**src/rtl/dsi_axis_test_pattern_pkg.sv**
```systemverilog
// Shared types and constants for the DSI AXI4-Stream test pattern generator.
package dsi_axis_test_pattern_pkg;

    localparam int unsigned RGB_BITS       = 24;
    localparam int unsigned TDATA_BITS     = 32;
    localparam int unsigned FRAME_CNT_BITS = 16;
    localparam int unsigned BAR_IDX_BITS   = 3;

    typedef enum logic [1:0] {
        TPG_SOLID   = 2'd0,
        TPG_BARS    = 2'd1,
        TPG_RAMP    = 2'd2,
        TPG_CHECKER = 2'd3
    } tpg_pattern_e;

    typedef enum logic [1:0] {
        ST_IDLE   = 2'd0,
        ST_LOAD   = 2'd1,
        ST_STREAM = 2'd2
    } tpg_state_e;

    // Output register payload; eof marks the final beat of a frame.
    typedef struct packed {
        logic                  eof;
        logic                  tuser;
        logic                  tlast;
        logic [TDATA_BITS-1:0] tdata;
    } axis_beat_t;

    function automatic logic [RGB_BITS-1:0] bar_color(input logic [BAR_IDX_BITS-1:0] idx);
        logic [RGB_BITS-1:0] c;
        case (idx)
            3'd0:    c = 24'hFFFFFF;
            3'd1:    c = 24'hFFFF00;
            3'd2:    c = 24'h00FFFF;
            3'd3:    c = 24'h00FF00;
            3'd4:    c = 24'hFF00FF;
            3'd5:    c = 24'hFF0000;
            3'd6:    c = 24'h0000FF;
            default: c = 24'h000000;
        endcase
        return c;
    endfunction

endpackage

```
**src/rtl/dsi_axis_test_pattern_pixel.sv**
```systemverilog
// Combinational pixel colour for the current raster position and latched pattern settings.
module dsi_axis_test_pattern_pixel
    import dsi_axis_test_pattern_pkg::*;
#(
    parameter int unsigned g_dim_bits     = 12,
    parameter int unsigned g_checker_log2 = 4
) (
    input  logic [g_dim_bits-1:0]     x,
    input  logic [g_dim_bits-1:0]     y,
    input  logic [BAR_IDX_BITS-1:0]   bar_idx,
    input  logic [FRAME_CNT_BITS-1:0] frame_cnt,
    input  tpg_pattern_e              pattern,
    input  logic [RGB_BITS-1:0]       color,
    output logic [RGB_BITS-1:0]       rgb_c
);

    localparam logic [FRAME_CNT_BITS-1:0] CHK_MASK = FRAME_CNT_BITS'(1) << g_checker_log2;

    logic [FRAME_CNT_BITS-1:0] chk_x;
    logic [FRAME_CNT_BITS-1:0] chk_y;
    logic                      chk_sel;

    // Checker scrolls horizontally by one pixel per completed frame.
    always_comb begin
        chk_x   = FRAME_CNT_BITS'(x) + frame_cnt;
        chk_y   = FRAME_CNT_BITS'(y);
        chk_sel = |((chk_x ^ chk_y) & CHK_MASK);
        rgb_c   = color;
        unique case (pattern)
            TPG_SOLID:   rgb_c = color;
            TPG_BARS:    rgb_c = bar_color(bar_idx);
            TPG_RAMP:    rgb_c = {3{x[7:0]}};
            TPG_CHECKER: rgb_c = chk_sel ? 24'hFFFFFF : 24'h000000;
        endcase
    end

endmodule

```
**src/rtl/dsi_axis_test_pattern.sv**
```systemverilog
// AXI4-Stream RGB888 test pattern source: frame FSM, raster counters and output register stage.
module dsi_axis_test_pattern
    import dsi_axis_test_pattern_pkg::*;
#(
    parameter int unsigned g_pixels_per_clock = 1,
    parameter int unsigned g_dim_bits         = 12,
    parameter int unsigned g_checker_log2     = 4
) (
    input  logic                      clk_sys_i,
    input  logic                      rst_n_a_i,
    input  logic                      enable_i,
    input  logic [1:0]                pattern_i,
    input  logic [RGB_BITS-1:0]       color_i,
    input  logic [g_dim_bits-1:0]     width_i,
    input  logic [g_dim_bits-1:0]     height_i,
    output logic [TDATA_BITS-1:0]     m_axis_tdata,
    output logic                      m_axis_tvalid,
    input  logic                      m_axis_tready,
    output logic                      m_axis_tlast,
    output logic                      m_axis_tuser,
    output logic                      busy_o,
    output logic                      frame_done_o,
    output logic [FRAME_CNT_BITS-1:0] frame_cnt_o
);

    localparam int unsigned BAR_SHIFT = 3;
    localparam logic [BAR_IDX_BITS-1:0] BAR_IDX_MAX = '1;

    if (g_pixels_per_clock != 1) begin : g_ppc_check
        $error("dsi_axis_test_pattern: only g_pixels_per_clock = 1 is supported");
    end

    tpg_state_e                state;
    tpg_state_e                state_nxt;
    tpg_pattern_e              pattern_s;
    logic [RGB_BITS-1:0]       color_s;
    logic [g_dim_bits-1:0]     width_s;
    logic [g_dim_bits-1:0]     height_s;
    logic [g_dim_bits-1:0]     bar_w_s;
    logic [g_dim_bits-1:0]     x;
    logic [g_dim_bits-1:0]     y;
    logic [g_dim_bits-1:0]     bar_cnt;
    logic [BAR_IDX_BITS-1:0]   bar_idx;
    logic                      gen_done;
    logic                      valid_q;
    axis_beat_t                beat_q;
    logic [RGB_BITS-1:0]       rgb_c;
    logic [g_dim_bits-1:0]     bar_w_c;
    logic                      x_last_c;
    logic                      y_last_c;
    logic                      load_en_c;
    logic                      accept_last_c;

    assign bar_w_c       = ((width_i >> BAR_SHIFT) == '0) ? g_dim_bits'(1) : (width_i >> BAR_SHIFT);
    assign x_last_c      = (x == width_s - g_dim_bits'(1));
    assign y_last_c      = (y == height_s - g_dim_bits'(1));
    assign load_en_c     = !valid_q || m_axis_tready;
    assign accept_last_c = valid_q && m_axis_tready && beat_q.eof;

    always_ff @(posedge clk_sys_i or negedge rst_n_a_i) begin
        if (!rst_n_a_i) begin
            state <= ST_IDLE;
        end else begin
            state <= state_nxt;
        end
    end

    // Frames always run to completion; enable_i is only consulted at frame boundaries.
    always_comb begin
        state_nxt = state;
        unique case (state)
            ST_IDLE:   if (enable_i) state_nxt = ST_LOAD;
            ST_LOAD:   state_nxt = (width_i == '0 || height_i == '0) ? ST_IDLE : ST_STREAM;
            ST_STREAM: if (accept_last_c) state_nxt = enable_i ? ST_LOAD : ST_IDLE;
            default:   state_nxt = ST_IDLE;
        endcase
    end

    dsi_axis_test_pattern_pixel #(
        .g_dim_bits     (g_dim_bits),
        .g_checker_log2 (g_checker_log2)
    ) u_pixel (
        .x         (x),
        .y         (y),
        .bar_idx   (bar_idx),
        .frame_cnt (frame_cnt_o),
        .pattern   (pattern_s),
        .color     (color_s),
        .rgb_c     (rgb_c)
    );

    // x/y address the next pixel to be placed in the output register.
    always_ff @(posedge clk_sys_i or negedge rst_n_a_i) begin
        if (!rst_n_a_i) begin
            pattern_s   <= TPG_SOLID;
            color_s     <= '0;
            width_s     <= '0;
            height_s    <= '0;
            bar_w_s     <= '0;
            x           <= '0;
            y           <= '0;
            bar_cnt     <= '0;
            bar_idx     <= '0;
            gen_done    <= 1'b0;
            valid_q     <= 1'b0;
            beat_q      <= '0;
            busy_o      <= 1'b0;
            frame_cnt_o <= '0;
        end else begin
            busy_o <= (state_nxt != ST_IDLE);
            if (accept_last_c) begin
                frame_cnt_o <= frame_cnt_o + FRAME_CNT_BITS'(1);
            end
            if (state == ST_LOAD) begin
                pattern_s <= tpg_pattern_e'(pattern_i);
                color_s   <= color_i;
                width_s   <= width_i;
                height_s  <= height_i;
                bar_w_s   <= bar_w_c;
                x         <= '0;
                y         <= '0;
                bar_cnt   <= '0;
                bar_idx   <= '0;
                gen_done  <= 1'b0;
            end else if (state == ST_STREAM && load_en_c) begin
                if (gen_done) begin
                    valid_q <= 1'b0;
                end else begin
                    valid_q      <= 1'b1;
                    beat_q.tdata <= {8'h00, rgb_c};
                    beat_q.tlast <= x_last_c;
                    beat_q.tuser <= (x == '0) && (y == '0);
                    beat_q.eof   <= x_last_c && y_last_c;
                    if (x_last_c) begin
                        x       <= '0;
                        bar_cnt <= '0;
                        bar_idx <= '0;
                        if (y_last_c) begin
                            gen_done <= 1'b1;
                        end else begin
                            y <= y + g_dim_bits'(1);
                        end
                    end else begin
                        x <= x + g_dim_bits'(1);
                        if (bar_cnt == bar_w_s - g_dim_bits'(1)) begin
                            bar_cnt <= '0;
                            if (bar_idx != BAR_IDX_MAX) begin
                                bar_idx <= bar_idx + BAR_IDX_BITS'(1);
                            end
                        end else begin
                            bar_cnt <= bar_cnt + g_dim_bits'(1);
                        end
                    end
                end
            end
        end
    end

    assign m_axis_tvalid = valid_q;
    assign m_axis_tdata  = beat_q.tdata;
    assign m_axis_tlast  = beat_q.tlast;
    assign m_axis_tuser  = beat_q.tuser;
    assign frame_done_o  = accept_last_c;

endmodule
```
**config.mk**
```make
export PLATFORM = sky130hd
export DESIGN_NAME = dsi_axis_test_pattern
export DESIGN_NICKNAME = d
export VERILOG_FILES = /design/src/rtl/dsi_axis_test_pattern_pkg.sv /design/src/rtl/dsi_axis_test_pattern_pixel.sv /design/src/rtl/dsi_axis_test_pattern.sv
export SDC_FILE = /design/constraint.sdc
export NUM_CORES = 1
export LEC_CHECK = 0
export BUFFER_PORTS_ARGS = -buffer_cell sky130_fd_sc_hd__buf_2
export CORE_ASPECT_RATIO = 0.75
export CORE_MARGIN = 2
export CORE_UTILIZATION = 54
export DETAILED_ROUTE_END_ITERATION = 7
export PLACE_DENSITY = 0.82
export SYNTH_ARGS = -nofsm -noshare
export SYNTH_HDL_FRONTEND = slang
export SYNTH_SLANG_ARGS = --single-unit
```
**constraint.sdc**
```tcl
create_clock -name clk_sys_i -period 6 [get_ports clk_sys_i]
set_input_delay 0.6 -clock clk_sys_i [delete_from_list [all_inputs] [get_ports clk_sys_i]]
set_output_delay 0.6 -clock clk_sys_i [all_outputs]
set_load 0.02 [all_outputs]
```
**Word-level counts from Yosys, hierarchy flattened**

Cells that the tools add are included.
W data, S select, Z words.

- Logic and storage cells: 108
- Flip-flop bits (word level): 149
- Input bits: 54

- Reductions and logical operators: 26
- Mux-type cells: 35
- Add/sub/neg operators: 9
- Bitwise operators: 3
- Eq/ne operators: 17

Operator list:

| operator | number |
|---|---|
| $mux W12 | 14 |
| $pmux W24 S7 | 1 |
| $pmux W24 S4 | 1 |
| $logic_not A12 Y1 | 5 |
| $add A12 B1 Y12 const B | 3 |
| $eq A12 B12 Y1 | 3 |
| $sub A12 B1 Y12 const B | 3 |
| $mux W24 | 1 |
| $mux W3 | 6 |
| $add A16 B1 Y16 const B | 1 |
| $eq A3 B3 Y1 const B | 3 |
| $mux W9 | 1 |
| $reduce_and A4 Y1 | 2 |
| $mux W1 | 7 |
| $eq A2 B2 Y1 const B | 3 |
| $eq A3 B2 Y1 const B | 2 |
| $mux W2 | 3 |
| $pmux W2 S3 | 1 |
| $reduce_bool A2 Y1 | 3 |
| $reduce_bool A3 Y1 | 2 |
| $add A5 B5 Y5 | 1 |
| $logic_and A1 B1 Y1 | 5 |
| $xor A5 B5 Y5 | 1 |
| $eq A2 B1 Y1 const B | 2 |
| 11 further kinds | 16 |

**Depth between registers and ports, before layout**

Gate-level depths: netlist of the first run.

- Depth after elaboration: 7
- Mapped depth: 11

**By module**

A second synthesis of the first run with hierarchy kept.

- Cells, all modules: 1,019
- Area, all modules: 8,493.1 um^2

By module, submodules not included:

| module | area an instance (um^2) | cells each | instances |
|---|---|---|---|
| dsi_axis_test_pattern | 7,697.4 | 891 | 1 |
| dsi_axis_test_pattern_pixel | 795.8 | 128 | 1 |

**Worst setup path after synthesis of the first run**

Ideal clock, no wire load.

- Path kind: register to register
- From: reg height_s[0]
- To: reg y[10]
- Setup time: 0.078 ns
- Slack: 3.288 ns
- Required time: 5.922 ns
- Period minus slack after synthesis: 2.712 ns
- Path buffers: 1
- Cell stages (with the launch flop): 11
- Data arrival time: 2.634 ns
- Cells stage by stage: dfrtp_1 > inv_1 > ha_1 > or4b_4 > o41ai_1 > a21oi_1 > a311o_1 > o2111a_1 > buf_4 > or4_1 > a21oi_1

- Word-level cells in the longest chain between the ends: 4

Ends and longest elaborated chain:

| element | RTL line | RTL |
|---|---|---|
| from (decl) | dsi_axis_test_pattern.sv:38 | `logic [g_dim_bits-1:0] height_s;` |
| from (signal assigned) | dsi_axis_test_pattern.sv:118 | `height_s <= height_i;` |
| $sub A12 B1 Y12 | dsi_axis_test_pattern.sv:56 | `assign y_last_c = (y == height_s - g_dim_bits'(1));` |
| $eq A12 B12 Y1 | dsi_axis_test_pattern.sv:56 |  |
| $ne A2 B1 Y1 (no source line) | -- |  |
| $reduce_and A4 Y1 (no source line) | -- |  |
| to (signal assigned) | dsi_axis_test_pattern.sv:141 | `y <= y + g_dim_bits'(1);` |
| to (decl) | dsi_axis_test_pattern.sv:41 | `logic [g_dim_bits-1:0] y;` |

Every way passes these cells.
A chain may end at the register's enable or synchronous reset.

**Worst setup path in the final report of the first run**

- From: reg height_s[0]
- To: reg y[6]

The elaborated chain is that of the path after synthesis.

==> results of run 1 <==
-- critical path: cells and delay by family, from the launching register on --
family	cells	cell delay (ns)
adders and majority gates	1	0.22
and+or+nand+nor	3	1.40
xor gates and xnor gates	1	0.20
DFF	1	0.41
buffers and inverters	1	0.09
AOI/OAI and AO/OA	3	0.89
-- cells in the mapped netlist, types with 11 or more instances --
cell type  count
or4_1         11
buf_4         34
dfrtp_1      146
nand4_1       15
nand2b_1      11
clkbuf_1      49
a21o_1        19
ha_1          18
a31oi_1       12
xnor2_1       42
inv_1         28
nand2_1      212
o21ai_0       45
and3_1        16
nor3_1        13
a21oi_1       52
o31ai_1       21
nor4_1        18
xor2_1        23
nand3_1       32
nor2_1        41
-- flip-flops by register name, indices dropped and copies added (netlist names), 2 cells and up --
register	count
bar_idx	3
y	12
m_axis_tdata	24
color_s	24
height_s	12
pattern_s	2
bar_w_s	9
x	12
width_s	12
state	2
bar_cnt	12
frame_cnt_o	16
-- per-layer routing --
layer  up-vias  wire length (um)  part of all wire (%)
li1       3332                 -                     -
met4         0               305                   1.6
met1      3344              8840                    46
met2       268              8790                    45
met5         -                 0                     0
met3        31              1430                   7.4
-- cells by family (layout without fill, tap and decap cells) --
kind of cell	Yosys count	in the layout	synth area share (%)
AND/OR/NAND/NOR	407	407	23.6
adder cells (fa/ha/maj)	18	18	2.74
XOR/XNOR	65	65	6.92
flip-flops	146	146	44.4
other	1	8	0.0456
multiplexers	5	5	0.623
AO/OA/AOI/OAI	187	187	14.4
buffers and inverters	120	164	7.25
-- cell type report --
class	instances	area, um^2	area share [%]
Multi-Input combinational cell	690	4020	43.9
Sequential cell	146	3650	39.9
Timing Repair Buffer	106	557	6.08
Clock buffer	19	443	4.83
Tap cell	205	256	2.80
Clock inverter	11	130	1.42
Inverter	28	105	1.15
-- per-stage QoR --
stage	hold WS, ns	power (uW)	worst slack (ns)	utilization [%]	area (um^2)
4_1_cts	0.344	4490	2.78	60.8	9170
3_5_place_dp	0.458	3420	2.79	57.0	8590
6_report	0.299	4490	2.71	60.8	9170
5_1_grt	0.354	4780	2.54	60.8	9170
3_3_place_gp	0.454	3350	2.97	57.0	8590
2_1_floorplan	0.304	3040	3.29	-	8260
-- power groups by stage --
stage               Sequential (uW)  Combinational, uW  Clock (uW)
global route                   1740               1940        1100
detailed placement             1700               1730           0
CTS                            1680               1750        1060
global placement               1680               1670           0
floorplan                      1570               1470           0
finish                         1690               1750        1050
-- final timing paths --
check	startpoint	endpoint	slack [ns]	cells past startpoint
max in group asynchronous	rst_n_a_i	m_axis_tdata[8]$_DFFE_PN0P_	4.59	2
max reg2reg	height_s[0]$_DFFE_PN0P_	y[6]$_DFFE_PN0P_	2.71	9
min	rst_n_a_i	bar_w_s[6]$_DFFE_PN0P_	0.30	1
min reg2reg	frame_cnt_o[15]$_DFFE_PN0P_	frame_cnt_o[15]$_DFFE_PN0P_	0.46	1
max	height_s[0]$_DFFE_PN0P_	y[6]$_DFFE_PN0P_	2.71	9
min in group clk_sys_i	color_i[8]	color_s[8]$_DFFE_PN0P_	0.35	3
==> out/qor.csv, run 1 <==
stage;metric;value;unit
grt;busiest_layer;met2;
setup_path;end_kind;flop;
clock_tree;cts_tree;done;
timing;slew_viol_final;0;
detailed_routing;drc;0;
detailed_routing;wl;19400;um
setup_path;critPathRequiredTime;6.35;ns
outcome;outcome;complete, no violations;
setup_path;startpoint_type;flop;
setup_path;slowest_delay;0.66;ns
detailed_routing;first_pass_iters;5;
synth;synth_area_leader_cell;dfrtp_1;
final_layout;n_fill_cell;1241;
clock_tree;ctsResizeCount;0;
detailed_routing;avgRoutedWirePerCell;16.1;um
grt;use_met2;37.7;%
floorplan;dieArea;0.0163;mm^2
timing;finalHoldViolCount;0;
pwr;peakVddDrop;0.341;mV
setup_path;path_cells;inv_1, ha_1, nor4b_1, nand2_1, xor2_1, a311o_1, o2111a_1, or4_1, a21oi_1;
pwr;power_frac_seq;37.7;%
clock_tree;cts_made_buffers;17;
setup_path;cp_max_fo;21;
clock_tree;clockBufferDepth;2;
synth;syn_area_per_cell;8.67;um^2
timing;maxSlewHeadroom;28.8;%
timing;fin_skew;0.00850;ns
floorplan;core_area;0.0151;mm^2
synth;synth_ff_type;dfrtp_1;
place;dp_cells;1175;
synth;synthDistinctLibCells;69;
setup_path;cp.arrival;3.64;ns
place;io_buffers;98;
floorplan;die_h;111;um
grt;grt_util_met3;4.57;%
floorplan;die_width;147;um
final_layout;layout_common_cells;nand2_1, dfrtp_1, buf_2;
grt;antenna_found_initial;0;
clock_tree;cts_sinks;146;
grt;first_global_vias;6493;
synth;async_flop_share;100;%
pwr;powerDensity;490;mW/mm^2
grt;grt_use_total;24.4;%
pwr;internal-power;2610;uW
floorplan;row_count;39;
synth;synthCells;949;
pwr;p_leak;0.00445;uW
grt;grt_max_degree;107;
synth;ys_seq_elements;146;
clock_tree;post_cts_buffers;0;
floorplan;ios;107;
final_layout;diodes;0;
timing;clock.fmax;304;MHz
synth;syn-cell-area;0.00823;mm^2
setup_path;cpMaxStageDelayCell;nor4b_1;
place;place_congestion;0.852;
synth;synth-warning-count;0;
timing;worst_pin_slew;1.07;ns
setup_path;worstSetupPathType;reg2reg;
timing;post-route-min-period;3.29;ns
final_layout;nNetsFinal;1061;
floorplan;start_util;54.6;%
timing;finalSetupTns;0;ns
detailed_routing;routed_via_density;5.79;
clock_tree;path_clk_slew;0.06;ns
grt;use_met1;35.3;%
final_layout;areaGrowthSynthToFinish;11.4;%
pwr;clkPwrFrac;23.4;%
detailed_routing;ant_nets;0;
clock_tree;cts-root-buf;clkbuf_16;
worst_hold_path;min_path_type;in2async;
synth;ys_seq_area_share;44.4;%
synth;synth_area_leaders;dfrtp_1, nand2_1, xnor2_1, a21oi_1, buf_4;
pwr;power.switching;1880;uW
synth;synth_edf_count;0;
grt;gr-total-overflow;0;
clock_tree;cts_hold_buf;0;
final_layout;final_common_cell;nand2_1;
clock_tree;clk_latency;0.43;ns
place;dp_hpwl;13300;um
timing;fin_crit_sh;54.9;%
detailed_routing;vias;6975;
timing;setup_violations;0;
pwr;p_comb_share;38.9;%
final_layout;drive_gt1_share;15.0;%
grt;grt_pass1_wl;32100;um
detailed_routing;drtIter0Drc;587;
timing;rsz0062_at_grt;false;
synth;netlist.area_leader.share;44.4;%
job;drv_cap;0;
pwr;power_switching_share;41.8;%
final_layout;final_cells;1205;
clock_tree;htreeDepth;4;
No activity file was read; power rests on OpenSTA's default activity.
==> run 2: changes to the inputs <==
ABC_AREA = 1   (was unset)
CORE_UTILIZATION = 53   (was 54)
PLACE_DENSITY = 0.84   (was 0.82)
clock period = 2.92 ns   (was 6 ns; I/O delays follow)
==> run 2 against run 1 <==
Worst setup slack worse by 2.2 ns. Register-to-register slack worse by 2.2 ns. Clock-buffer cell count shrank 2. First-iteration DRC count fell by 13%. Clock power up 110%. Final cell count up 17%. Die area grew 5.1%. Core utilization fell by 0.39 points. Worst hold slack got worse by 0.23 ns. Critical path type unchanged.
==> out/qor.csv, run 2 <==
stage;metric;value;unit;change
synth;synth_edf_count;0;;unchanged
synth;synth_top_cells_by_count;nand2_1, dfrtp_1, inv_1;;
clock_tree;path_clk_slew;0.07;ns;about the same
timing;setup_violations;0;;unchanged
synth;synthDistinctLibCells;39;;-43%
pwr;power_switching_share;23.0;%;-19 points
final_layout;drive_gt1_share;14.9;%;-0.071 points
pwr;powerDensity;453;mW/mm^2;-7.6%
detailed_routing;drc;0;;unchanged
setup_path;worstSetupPathType;reg2reg;;
detailed_routing;routed-wl-met3;1400;um;-2.0%
grt;antenna_found_initial;0;;unchanged
setup_path;rr_worst_depth;12;;+3
detailed_routing;ant_nets;0;;unchanged
grt;grt_use_total;24.0;%;-0.43 points
detailed_routing;routed_via_density;5.19;;-10%
detailed_routing;first_pass_iters;7;;+2
final_layout;areaGrowthSynthToFinish;12.7;%;
final_layout;layout_common_cells;nand2_1, dfrtp_1, inv_1;;
place;dp_cells;1376;;+17%
pwr;power.switching;999;uW;-47%
setup_path;startpoint_type;flop;;
timing;worst_pin_slew;0.930;ns;-0.136 ns
synth;ys_seq_area_share;43.0;%;-1.4 points
setup_path;cp.arrival;2.74;ns;-0.90 ns
synth;ys_seq_elements;146;;unchanged
synth;yosysMostFrequentCell;nand2_1;;
timing;clock.fmax;420;MHz;+38%
floorplan;core_area;0.0159;mm^2;+5.2%
place;io_buffers;98;;unchanged
floorplan;die_h;114;um;+2.5%
synth;syn_area_per_cell;7.61;um^2;-12%
clock_tree;post_cts_buffers;0;;unchanged
clock_tree;cts_made_buffers;17;;unchanged
clock_tree;ctsResizeCount;0;;unchanged
pwr;p_comb_share;2.3;%;-37 points
final_layout;diodes;0;;unchanged
worst_hold_path;whs_path_depth;3;;
synth;netlist.area_leader.share;43.0;%;-1.4 points
clock_tree;cts-root-buf;clkbuf_16;;
job;drv_cap;0;;unchanged
floorplan;row_count;40;;+2.6%
pwr;clkPwrFrac;51.1;%;+28 points
final_layout;nNetsFinal;1258;;+19%
grt;gr-total-overflow;0;;unchanged
grt;first_global_vias;6656;;+2.5%
detailed_routing;vias;7314;;+4.9%
setup_path;critPathRequiredTime;3.28;ns;-3.07 ns
timing;finalHoldViolCount;0;;unchanged
pwr;peakVddDrop;0.356;mV;+4.6%
clock_tree;htreeDepth;4;;unchanged
clock_tree;cts_tree;done;;
final_layout;seq_area;0.00365;mm^2;unchanged
setup_path;cp_max_fo;12;;-43%
floorplan;ios;107;;unchanged
pwr;p_leak;0.00491;uW;+10%
timing;fin_skew;0.0117;ns;+0.00317 ns
detailed_routing;drtIter0Drc;509;;-13%
detailed_routing;top_layer;met4;;
detailed_routing;wl;19400;um;about the same
final_layout;final_common_cell;nand2_1;;
timing;finalSetupTns;0;ns;unchanged
pwr;power_frac_seq;46.6;%;+8.9 points
synth;synthCells;1117;;+18%
timing;maxSlewHeadroom;38.0;%;+9.2 points
timing;slew_viol_final;0;;unchanged
detailed_routing;wirelength_met1;9400;um;+6.4%
place;place_congestion;0.956;;+12%
synth;synth_area_leaders;dfrtp_1, nand2_1, nand3_1, inv_1, xor2_1;;
grt;grt_max_degree;109;;+1.9%
synth;async_flop_share;100;%;unchanged
clock_tree;clk_latency;0.43;ns;about the same
synth;synth-warning-count;0;;unchanged
worst_hold_path;min_path_type;in2reg;;
final_layout;multi_input_area;0.00399;mm^2;-0.68%
timing;post-route-min-period;2.38;ns;-0.912 ns
setup_path;end_kind;flop;;
final_layout;n_fill_cell;1366;;+10%
floorplan;die_width;150;um;+2.5%
pwr;internal-power;3340;uW;+28%
outcome;outcome;complete, no violations;;
floorplan;dieArea;0.0171;mm^2;+5.1%
detailed_routing;met2_length;8330;um;-5.2%
clock_tree;cts_sinks;146;;unchanged
synth;synth_ff_type;dfrtp_1;;
place;dp_hpwl;14100;um;+6.5%
floorplan;start_util;53.6;%;-0.97 points
timing;fin_crit_sh;81.5;%;+27 points
grt;grt_pass1_wl;32400;um;+1.0%
clock_tree;clockBufferDepth;2;;unchanged
synth;synth_area_leader_cell;dfrtp_1;;
synth;syn-cell-area;0.00850;mm^2;+3.3%
detailed_routing;avgRoutedWirePerCell;13.7;um;-15%
final_layout;final_cells;1409;;+17%
timing;rsz0062_at_grt;false;;
==> run 2: cell types whose count changed in the layout (fill, tap and decap cells not counted), sizes merged, moves of 20 or more <==
cell	previous run	this run
inv	31	138
nand2	212	329
nand3	33	98
nor2	41	89
o21ai	46	75
o31ai	22	0
xnor2	42	22
xor2	23	48
==> run 2: worst paths after layout <==
| path | start | to | slack, ns |
|---|---|---|---|
| worst max-delay path | width_s[0]$_DFFE_PN0P_ | y[3]$_DFFE_PN0P_ | 0.54 |
| worst min-delay path | color_i[11] | color_s[11]$_DFFE_PN0P_ | 0.07 |
| worst max register to register | width_s[0]$_DFFE_PN0P_ | y[3]$_DFFE_PN0P_ | 0.54 |
| worst min register to register | frame_cnt_o[15]$_DFFE_PN0P_ | frame_cnt_o[15]$_DFFE_PN0P_ | 0.47 |
| max in group asynchronous | rst_n_a_i | bar_cnt[8]$_DFFE_PN0P_ | 1.67 |
| min in group asynchronous | rst_n_a_i | frame_cnt_o[15]$_DFFE_PN0P_ | 0.48 |
==> run 2: power groups by stage <==
stage,registers [uW],clock network [uW],logic [uW]
2_1_floorplan,2060,0,19.3
3_3_place_gp,2060,0,98.8
3_5_place_dp,2060,0,100
4_1_cts,2020,2250,102
5_1_grt,2020,2350,113
6_report,2020,2220,97.9
==> run 2: final cells by class <==
type,instances,area share (%)
multi-input combinational,783,41.7
sequential,146,38.1
timing repair buffer,109,6.20
inverter,129,5.05
clock buffer,17,4.44
tap,210,2.74
clock inverter,15,1.76
==> run 2: worst max-delay path, stage by stage (launching register included) <==
cell     delay, ns
dfrtp_1       0.40
inv_2         0.11
ha_1          0.26
xnor2_1       0.13
nor2_1        0.13
o21ai_0       0.10
nor2_1        0.11
nand3_1       0.07
nor2_1        0.16
nand4_1       0.16
nor2_2        0.43
nand3_1       0.16
nand2_1       0.10
==> run 2: logic make-up (layout without fill, tap and decap cells) <==
family	count (synthesis)	count (layout)	share of synthesized area (%)
adder cells (fa/ha/maj)	18	18	2.65
AND/OR/NAND/NOR	563	563	29.0
other	1	8	0.0441
XOR/XNOR	70	70	7.30
AO/OA/AOI/OAI	124	124	7.56
flip-flops	146	146	43.0
buffers and inverters	195	270	10.5
==> run 2: per-layer routing <==
layer | track usage [%] | vias to the layer above
met4 | 6.98 | 0
met5 | 0 | -
met3 | 5.04 | 19
met1 | 36.0 | 3382
met2 | 35.2 | 261
li1 | - | 3652
==> run 2: stage by stage <==
| step | power, uW | instance area (um^2) | util, % | worst slack [ns] | hold WS [ns] |
|---|---|---|---|---|---|
| floorplan | 2080 | 8530 | - | 1.01 | -0.00359 |
| global placement | 2160 | 8980 | 56.6 | 0.716 | 0.408 |
| detailed placement | 2160 | 8980 | 56.6 | 0.650 | 0.411 |
| CTS | 4380 | 9580 | 60.4 | 0.606 | 0.0563 |
| global route | 4490 | 9580 | 60.4 | 0.277 | 0.0669 |
| finish | 4340 | 9580 | 60.4 | 0.541 | 0.0672 |
==> run 2: repair_timing <==
| item | in CTS | in global routing |
|---|---|---|
| hold buffers | 1 | 0 |
| setup endpoints to repair | 0 | 0 |
| endpoints found under the hold margin | 83 | 0 |
